$ cat config.mk
export PLATFORM = sky130hd
export DESIGN_NAME = simon_sequence_game
export DESIGN_NICKNAME = d
export VERILOG_FILES = /design/src/rtl/game_pkg.sv /design/src/rtl/game_lfsr8.sv /design/src/rtl/simon_sequence_game.sv
export SDC_FILE = /design/constraint.sdc
export NUM_CORES = 1
export LEC_CHECK = 0
export CORE_UTILIZATION = 55
export DETAILED_ROUTE_END_ITERATION = 8
export PLACE_DENSITY = 0.76
export RECOVER_POWER = 50
export REMOVE_ABC_BUFFERS = 1
export SLEW_MARGIN = 20
export SYNTH_ARGS = -nofsm -noshare
export SYNTH_HDL_FRONTEND = slang
export SYNTH_SLANG_ARGS = --single-unit
$ cat constraint.sdc
create_clock -name osc_clk -period 3.65 [get_ports osc_clk]
set_input_delay 0.73 -clock osc_clk [delete_from_list [all_inputs] [get_ports osc_clk]]
set_output_delay 0.73 -clock osc_clk [all_outputs]
set_load 0.02 [all_outputs]
$ cat src/rtl/game_pkg.sv
// Shared definitions for the Simon sequence game: FSM state encoding and
// the Galois LFSR tap constant with its next-value helper.
package game_pkg;

  typedef enum logic [2:0] {
    ST_IDLE     = 3'd0,
    ST_GEN      = 3'd1,
    ST_SHOW_ON  = 3'd2,
    ST_SHOW_OFF = 3'd3,
    ST_INPUT    = 3'd4,
    ST_LVL_DONE = 3'd5,
    ST_WIN      = 3'd6,
    ST_LOSE     = 3'd7
  } game_state_e;

  // Galois feedback mask applied when the bit shifted out is 1.
  localparam logic [7:0] LFSR_TAPS = 8'hB8;

  // Shift-right Galois step.
  function automatic logic [7:0] lfsr_next(input logic [7:0] cur);
    logic [7:0] shifted;
    shifted = cur >> 1;
    return cur[0] ? (shifted ^ LFSR_TAPS) : shifted;
  endfunction

endpackage

$ cat src/rtl/game_lfsr8.sv
// Free-running 8-bit Galois LFSR. It never pauses, so the pattern a game
// gets depends on when the player presses start.
module game_lfsr8
  import game_pkg::*;
#(
  parameter logic [7:0] SEED = 8'h5A
) (
  input  logic       clk_i,
  input  logic       reset_i,
  output logic [7:0] lfsr_o
);

  logic [7:0] lfsr_q;
  logic [7:0] lfsr_d;

  // Next LFSR value, computed every cycle regardless of game state.
  always_comb begin
    lfsr_d = lfsr_next(lfsr_q);
  end

  // LFSR register: reloads the seed on reset, otherwise advances each cycle.
  always_ff @(posedge clk_i) begin
    if (reset_i) begin
      lfsr_q <= SEED;
    end else begin
      lfsr_q <= lfsr_d;
    end
  end

  assign lfsr_o = lfsr_q;

endmodule

$ cat src/rtl/simon_sequence_game.sv
// Simon-style memory game core: fills a pattern RAM from an LFSR, plays
// back growing prefixes of it on the LEDs and checks the player's presses.
// Optional per-symbol input timeout enabled by defining GAME_TIMEOUT_EN.
module simon_sequence_game
  import game_pkg::*;
#(
  parameter int unsigned N_BUTTONS   = 4,
  parameter int unsigned MAX_LEN     = 8,
  parameter int unsigned SHOW_CYCLES = 25,
  parameter int unsigned TIMEOUT_CYC = 1000,
  parameter logic [7:0]  LFSR_SEED   = 8'h5A
) (
  input  logic                 osc_clk,
  input  logic                 reset,
  input  logic                 start,
  input  logic [N_BUTTONS-1:0] button,
  output logic [N_BUTTONS-1:0] led,
  output logic                 busy,
  output logic [7:0]           level,
  output logic [7:0]           correct_count,
  output logic                 win,
  output logic                 lose
);

  localparam int unsigned SYM_W = $clog2(N_BUTTONS);
  localparam int unsigned IW    = $clog2(MAX_LEN);
  localparam int unsigned SW    = $clog2(SHOW_CYCLES + 1);

  localparam logic [7:0]    LAST_IDX  = 8'(MAX_LEN - 1);
  localparam logic [7:0]    MAX_LVL   = 8'(MAX_LEN);
  localparam logic [SW-1:0] SHOW_LAST = SW'(SHOW_CYCLES - 1);

  game_state_e state_q, state_d;
  logic [7:0]  idx_q, idx_d;
  logic [7:0]  level_q, level_d;
  logic [7:0]  cc_q, cc_d;
  logic [SW-1:0] show_q, show_d;
  logic [N_BUTTONS-1:0] button_q;
  logic [N_BUTTONS-1:0] press;
  logic [N_BUTTONS-1:0] exp_onehot;
  logic [SYM_W-1:0] ram_q [MAX_LEN];
  logic [SYM_W-1:0] cur_sym;
  logic ram_we;
  logic [7:0] lfsr;

`ifdef GAME_TIMEOUT_EN
  localparam int unsigned TW = $clog2(TIMEOUT_CYC + 1);
  localparam logic [TW-1:0] TMO_LAST = TW'(TIMEOUT_CYC - 1);
  logic [TW-1:0] tmo_q, tmo_d;
`endif

  game_lfsr8 #(
    .SEED(LFSR_SEED)
  ) u_lfsr (
    .clk_i  (osc_clk),
    .reset_i(reset),
    .lfsr_o (lfsr)
  );

  assign press      = button & ~button_q;
  assign cur_sym    = ram_q[idx_q[IW-1:0]];
  assign exp_onehot = N_BUTTONS'(1) << cur_sym;

  // Pattern RAM: one LFSR symbol stored per GEN cycle at the current index.
  always_ff @(posedge osc_clk) begin
    if (ram_we) begin
      ram_q[idx_q[IW-1:0]] <= lfsr[SYM_W-1:0];
    end
  end

  // State, counters and button history register.
  always_ff @(posedge osc_clk) begin
    if (reset) begin
      state_q  <= ST_IDLE;
      idx_q    <= '0;
      level_q  <= '0;
      cc_q     <= '0;
      show_q   <= '0;
      button_q <= '0;
`ifdef GAME_TIMEOUT_EN
      tmo_q    <= '0;
`endif
    end else begin
      state_q  <= state_d;
      idx_q    <= idx_d;
      level_q  <= level_d;
      cc_q     <= cc_d;
      show_q   <= show_d;
      button_q <= button;
`ifdef GAME_TIMEOUT_EN
      tmo_q    <= tmo_d;
`endif
    end
  end

  // Game sequencing: next state and next counter values.
  always_comb begin
    state_d = state_q;
    idx_d   = idx_q;
    level_d = level_q;
    cc_d    = cc_q;
    show_d  = show_q;
    ram_we  = 1'b0;
`ifdef GAME_TIMEOUT_EN
    tmo_d   = tmo_q;
`endif
    unique case (state_q)
      ST_IDLE, ST_WIN, ST_LOSE: begin
        if (start) begin
          state_d = ST_GEN;
          idx_d   = '0;
          level_d = '0;
          cc_d    = '0;
        end
      end
      ST_GEN: begin
        ram_we = 1'b1;
        if (idx_q == LAST_IDX) begin
          idx_d   = '0;
          level_d = 8'd1;
          show_d  = '0;
          state_d = ST_SHOW_ON;
        end else begin
          idx_d = idx_q + 8'd1;
        end
      end
      ST_SHOW_ON: begin
        if (show_q == SHOW_LAST) begin
          show_d  = '0;
          state_d = ST_SHOW_OFF;
        end else begin
          show_d = show_q + SW'(1);
        end
      end
      ST_SHOW_OFF: begin
        if (show_q == SHOW_LAST) begin
          show_d = '0;
          if (idx_q < level_q - 8'd1) begin
            idx_d   = idx_q + 8'd1;
            state_d = ST_SHOW_ON;
          end else begin
            idx_d   = '0;
            cc_d    = '0;
            state_d = ST_INPUT;
`ifdef GAME_TIMEOUT_EN
            tmo_d   = '0;
`endif
          end
        end else begin
          show_d = show_q + SW'(1);
        end
      end
      ST_INPUT: begin
        if (press != '0) begin
          if (press == exp_onehot) begin
            cc_d  = cc_q + 8'd1;
            idx_d = idx_q + 8'd1;
`ifdef GAME_TIMEOUT_EN
            tmo_d = '0;
`endif
            if (idx_q + 8'd1 == level_q) begin
              state_d = ST_LVL_DONE;
            end
          end else begin
            state_d = ST_LOSE;
          end
        end else begin
`ifdef GAME_TIMEOUT_EN
          if (tmo_q == TMO_LAST) begin
            state_d = ST_LOSE;
          end else begin
            tmo_d = tmo_q + TW'(1);
          end
`endif
        end
      end
      ST_LVL_DONE: begin
        if (level_q == MAX_LVL) begin
          state_d = ST_WIN;
        end else begin
          level_d = level_q + 8'd1;
          idx_d   = '0;
          cc_d    = '0;
          show_d  = '0;
          state_d = ST_SHOW_ON;
        end
      end
      default: state_d = ST_IDLE;
    endcase
  end

  assign led           = (state_q == ST_SHOW_ON) ? exp_onehot : '0;
  assign busy          = !((state_q == ST_IDLE) || (state_q == ST_WIN) || (state_q == ST_LOSE));
  assign level         = level_q;
  assign correct_count = cc_q;
  assign win           = (state_q == ST_WIN);
  assign lose          = (state_q == ST_LOSE);

endmodule

==> results of run 1 <==
final cells by class:
class,instances,area share [%]
clock inverters,6,1.78
flip-flops and latches,63,34.9
well taps,75,2.30
repair buffers,35,8.14
clock buffers,10,3.65
inverters,13,1.20
multi-input cells,277,48.1
kinds of logic after synthesis:
family | share of synthesized area [%]
flip-flops | 40.8
AND/OR/NAND/NOR | 24.5
multiplexers | 5.28
AO/OA/AOI/OAI | 13.0
adder cells (fa/ha/maj) | 5.39
buffers and inverters | 2.95
XOR/XNOR | 8.05
state kept, by name (all words and copies together) (netlist names), named ones only:
| name | cells |
|---|---|
| button_q | 4 |
| correct_count | 8 |
| idx_q | 8 |
| level | 8 |
| ram_q | 16 |
| show_q | 5 |
| state_q | 3 |
| u_lfsr.lfsr_o | 8 |
cell usage in the layout (no fill, tap or decap), types with 13 or more instances in the layout:
master / n
clkdlybuf4s50_1: 21
dfxtp_1: 47
xnor2_1: 17
nor2_1: 35
nand2_1: 31
ha_1: 15
a21oi_1: 16
nor2b_1: 13
xor2_1: 15
edfxtp_1: 16
nand3_1: 15
per-stage QoR:
stage,worst slack [ns],hold slack [ns],instance area (sq um),power [mW]
after CTS,0.395,0.425,4080,2.19
final,0.424,0.420,4080,2.18
after global placement,0.756,0.393,3860,1.50
after global routing,0.250,0.457,4080,2.30
after detailed placement,0.730,0.396,3860,1.51
after floorplan,0.869,0.389,3430,1.32
worst paths after layout:
check	startpoint	end	slack, ns	depth (start not counted)
worst max-delay path	flop	led[1]	0.42	5
worst min-delay path	u_lfsr.lfsr_o[7]	u_lfsr.lfsr_o[6]	0.42	1
worst max register to register	level[2]	idx_q[0]	0.50	11
worst min register to register	u_lfsr.lfsr_o[7]	u_lfsr.lfsr_o[6]	0.42	1
Yosys cell counts, types with 13 or more instances:
| cell | n |
|---|---|
| nand2_1 | 31 |
| nor2b_1 | 13 |
| nor2_1 | 35 |
| nand3_1 | 15 |
| a21oi_1 | 16 |
| xor2_1 | 15 |
| dfxtp_1 | 47 |
| edfxtp_1 | 16 |
| ha_1 | 15 |
| xnor2_1 | 17 |
where the power goes:
group / total [mW] / switching (mW) / internal [mW]
logic: 0.687 / 0.391 / 0.297
registers: 0.826 / 0.0623 / 0.764
clock network: 0.671 / 0.306 / 0.365
total: 2.18 / 0.759 / 1.43
metal layers:
layer  up-vias  share of wire (%)  track usage (%)
li1       1387                  -                -
met1      1353                 48             33.4
met2        74                 46             40.3
met3         6                4.4             5.22
met4         0               0.95             8.42
met5         -                  0                0
==> impl_metrics.ini, run 1 <==
[layout]
syn2layout_area_growth_pct = 17.0
multiInputGateArea_sq_mm = 0.00196
antenna_cells = 0
fillCellCount = 504
nNetsFinal = 421
seq_area_sq_mm = 0.00142
finalCoreUtilization_pct = 67.6
final_layout_size_suffix_gt1_share_pct = 8.91
fin_cells = 479

[global_route]
antenna_found_initial = 0
grt_start_max_net_pins = 26
track_usage_pct = 25.0
grt_pass1_vias = 2625
grt-ovfl-total = 0
grt_pass1_wl_um = 12400

[yosys]
yosysWarnings = 0
synth_cell_types = 61
synth_edf_count = 16
async_flop_share_pct = 0
yosysTopAreaCellShare_pct = 27.0
synth_area_leader_cell = dfxtp_1
synth_area_leaders = dfxtp_1 (27%), edfxtp_1 (14%), ha_1 (5.4%)
ys.flop_type = dfxtp_1
synth_area_sq_mm = 0.00348
syn-instance-count = 367
ys_seq_elements = 63
ys_seq_area_share_pct = 40.8
synth.avg_cell_area_sq_um = 9.49

[power]
powerDensity_mw_per_mm2 = 536
ir_worst_vdd_mv = 0.283
leakage_nw = 1.51

[floorplan]
initial_core_util_pct = 57.8
die_h_um = 81.6
rows = 28
dieArea_sq_mm = 0.00665
die_w_um = 81.6
core-area_sq_mm = 0.00603
io_pins = 30

[worst_setup_path]
path_class = flop to output port
required_ns = 2.92
startpoint_type = flop
critical_path_buf_inv_count = 1
max_stage_delay_ns = 0.63
arrival_ns = 2.50
cp_max_fo = 6
end_kind = output port
crit_path_top_delay_cell = mux4_1
crit_chain = mux4_1 -> mux2i_4 -> nand2_1 -> nor2_1 -> clkdlybuf4s50_1
crit_family = multiplexers

[timing]
drv_slew = 0
max_slew_margin_pct = 17.7
period_needed_ns = 3.23
fin_setup_tns_ns = 0
worst_slew_pin_slew_ns = 1.24
finalSetupViolations = 0
fin_skew_ns = 0.0116
hold_viol = 0
rsz0062_at_grt = no
fin_crit_sh_pct = 88.4
timing.fmax_ghz = 0.310

[clocking]
cts-htree-levels = 3
root_buffer = clkbuf_8
clock-sinks = 63
cts_resized = 0
cts_setup_buffers = 0
cts_tree = yes
clock_path_buffers = 2
numCtsBuffers = 9
clkTransAtPathRegs_ns = 0.08
hold_buffers = 0
clock_latency_ns = 0.35

[place]
gp_congestion = 0.819
dp_hpwl_um = 5290
io_buffers = 29
dp_cells = 463

[run_status]
status = completed

[detailed_routing]
drc_errors = 0
vias_per_cell = 5.89
wire_per_inst_um = 15.8
wl_um = 7550
drt-initial-drc-count = 261
drtPass1Iterations = 5
route.vias.total = 2820
ant_nets = 0

[run]
drv_cap = 0

[min_path]
min_path_type = flop to flop
Power figures use the tool's default switching activity.
==> run 2, diff against run 1 <==
--- a/config.mk
+++ b/config.mk
@@ -10,7 +10,7 @@
 export PLACE_DENSITY = 0.76
 export RECOVER_POWER = 50
 export REMOVE_ABC_BUFFERS = 1
-export SLEW_MARGIN = 20
+export SLEW_MARGIN = 0
 export SYNTH_ARGS = -nofsm -noshare
 export SYNTH_HDL_FRONTEND = slang
 export SYNTH_SLANG_ARGS = --single-unit
==> results of run 2 <==
Final layout, timing and power as in run 1 (identical DEF).
==> run 3, diff against run 2 <==
--- a/config.mk
+++ b/config.mk
@@ -6,6 +6,7 @@
 export NUM_CORES = 1
 export LEC_CHECK = 0
 export CORE_UTILIZATION = 55
+export CTS_CLUSTER_DIAMETER = 50
 export DETAILED_ROUTE_END_ITERATION = 8
 export PLACE_DENSITY = 0.76
 export RECOVER_POWER = 50
==> constraint.sdc (replaced) <==
create_clock -name osc_clk -period 3.7 [get_ports osc_clk]
set_input_delay 0.74 -clock osc_clk [delete_from_list [all_inputs] [get_ports osc_clk]]
set_output_delay 0.74 -clock osc_clk [all_outputs]
set_load 0.02 [all_outputs]
==> run 3 against run 2 <==
Net effect:
- clock skew is 0.0049 ns lower
- setup slack improved by 0.080 ns
- cell count unchanged
- sequential power decreased by 1%
- power down 7.8%
- largest cell class unchanged
- sequential cell count unchanged
==> impl_metrics.ini, run 3 (synthesis gave the netlist of run 1 again) <==
[run_status]
status = completed

[power]
powerDensity_mw_per_mm2 = 501
power_mw = 2.02
ir_worst_vdd_mv = 0.322
leakage_nw = 1.49

[clocking]
cts_resized = 0
root_buffer = clkbuf_8
clock_latency_ns = 0.35
cts_tree = yes
hold_buffers = 0
clock_path_buffers = 2
clkTransAtPathRegs_ns = 0.07
cts_setup_buffers = 0
clock-sinks = 63
numCtsBuffers = 9
cts-htree-levels = 3

[layout]
fillCellCount = 510
largest_reg_flops = 16
antenna_cells = 0
final_cell_area_sq_mm = 0.00402
syn2layout_area_growth_pct = 15.5
layout_commonest_cell = dfxtp_1
nNetsFinal = 421
finalCoreUtilization_pct = 66.8
final_layout_size_suffix_gt1_share_pct = 8.66
mostFrequentLayoutCells = dfxtp_1 (47), nor2_1 (35), nand2_1 (31)

[place]
gp_congestion = 0.817
io_buffers = 29
dp_hpwl_um = 5350
placed_area_sq_mm = 0.00386

[detailed_routing]
ant_nets = 0
vias_per_cell = 5.94
drtPass1Iterations = 6
wl_um = 7540
drc_errors = 0
route.vias.total = 2847
drt-initial-drc-count = 184
wire_per_inst_um = 15.7

[timing]
fin_setup_tns_ns = 0
finalSetupViolations = 0
timing.fmax_ghz = 0.313
worst_slew_pin_slew_ns = 1.24
drv_slew = 0
hold_viol = 0
fin_skew_ns = 0.00677
period_needed_ns = 3.20
rsz0062_at_grt = no
max_slew_margin_pct = 17.1
fin_crit_sh_pct = 86.4

[global_route]
antenna_found_initial = 0
grt-ovfl-total = 0
grt_start_max_net_pins = 26
grt_pass1_wl_um = 12000
grt_pass1_vias = 2515
track_usage_pct = 24.5

[floorplan]
io_pins = 30
core-area_sq_mm = 0.00603
rows = 28
die_h_um = 81.6
dieArea_sq_mm = 0.00665
die_w_um = 81.6
initial_core_util_pct = 57.8

[worst_setup_path]
ff2ff_setup_slack_ns = 0.62
crit_path_top_delay_cell = mux4_1
crit_chain = mux4_1 -> mux2i_4 -> nand2_1 -> nor2_1 -> clkdlybuf4s50_1
cp_max_fo = 6
path_class = flop to output port
arrival_ns = 2.46
max_stage_delay_ns = 0.64
end_kind = output port
startpoint_type = flop
required_ns = 2.96

[min_path]
min_path_type = flop to flop

[run]
drv_cap = 0
run 3: cell types whose count changed in the layout (fill, tap and decap cells not counted), sizes merged:
cell,previous run,this run
inv,15,13
buf,5,4
clkdlybuf4s50,21,22
dlygate4sd3,8,7
clkinv,2,6
bufinv,1,0
run 3: stage by stage:
step / cells / hold slack, ns / setup WS, ns
5_1_grt: 479 / 0.442 / 0.341
3_3_place_gp: 463 / 0.393 / 0.820
4_1_cts: 479 / 0.414 / 0.490
2_1_floorplan: 353 / 0.389 / 0.919
3_5_place_dp: 463 / 0.396 / 0.700
6_report: 479 / 0.412 / 0.505
run 3: power by group:
part | switching (mW) | leakage [nW] | internal (mW)
Clock | 0.286 | 0.0894 | 0.243
Combinational | 0.385 | 0.871 | 0.287
Sequential | 0.0615 | 0.527 | 0.754
run 3: worst paths after layout:
| kind | start | to | depth (start not counted) |
|---|---|---|---|
| worst max register to register | level[2] | idx_q[0] | 11 |
| worst max-delay path | flop | led[1] | 5 |
| worst min register to register | u_lfsr.lfsr_o[7] | u_lfsr.lfsr_o[6] | 1 |
| worst min-delay path | u_lfsr.lfsr_o[7] | u_lfsr.lfsr_o[6] | 1 |
run 3: layout make-up:
cell class / instances / area [sq um] / share of cell area (%)
Clock buffer: 9 / 124 / 3.08
Sequential cell: 63 / 1420 / 35.3
Timing Repair Buffer: 35 / 328 / 8.15
Multi-Input combinational cell: 277 / 1960 / 48.7
Clock inverter: 7 / 48.8 / 1.21
Inverter: 13 / 48.8 / 1.21
Tap cell: 75 / 93.8 / 2.33
run 3: routing by layer:
layer | vias up | part of all wire (%) | global-route usage [%]
met4 | 0 | 1.4 | 8.25
met1 | 1332 | 46 | 30.8
met3 | 11 | 6.8 | 8.22
met2 | 108 | 46 | 39.4
met5 | - | 0 | 0
li1 | 1396 | - | -
run 3: critical path: cells and delay by family, from the launching register on:
kind	cells	cell delay, ns
mux	2	0.89
flops	1	0.42
buf+inv	1	0.61
simple gates	2	0.18
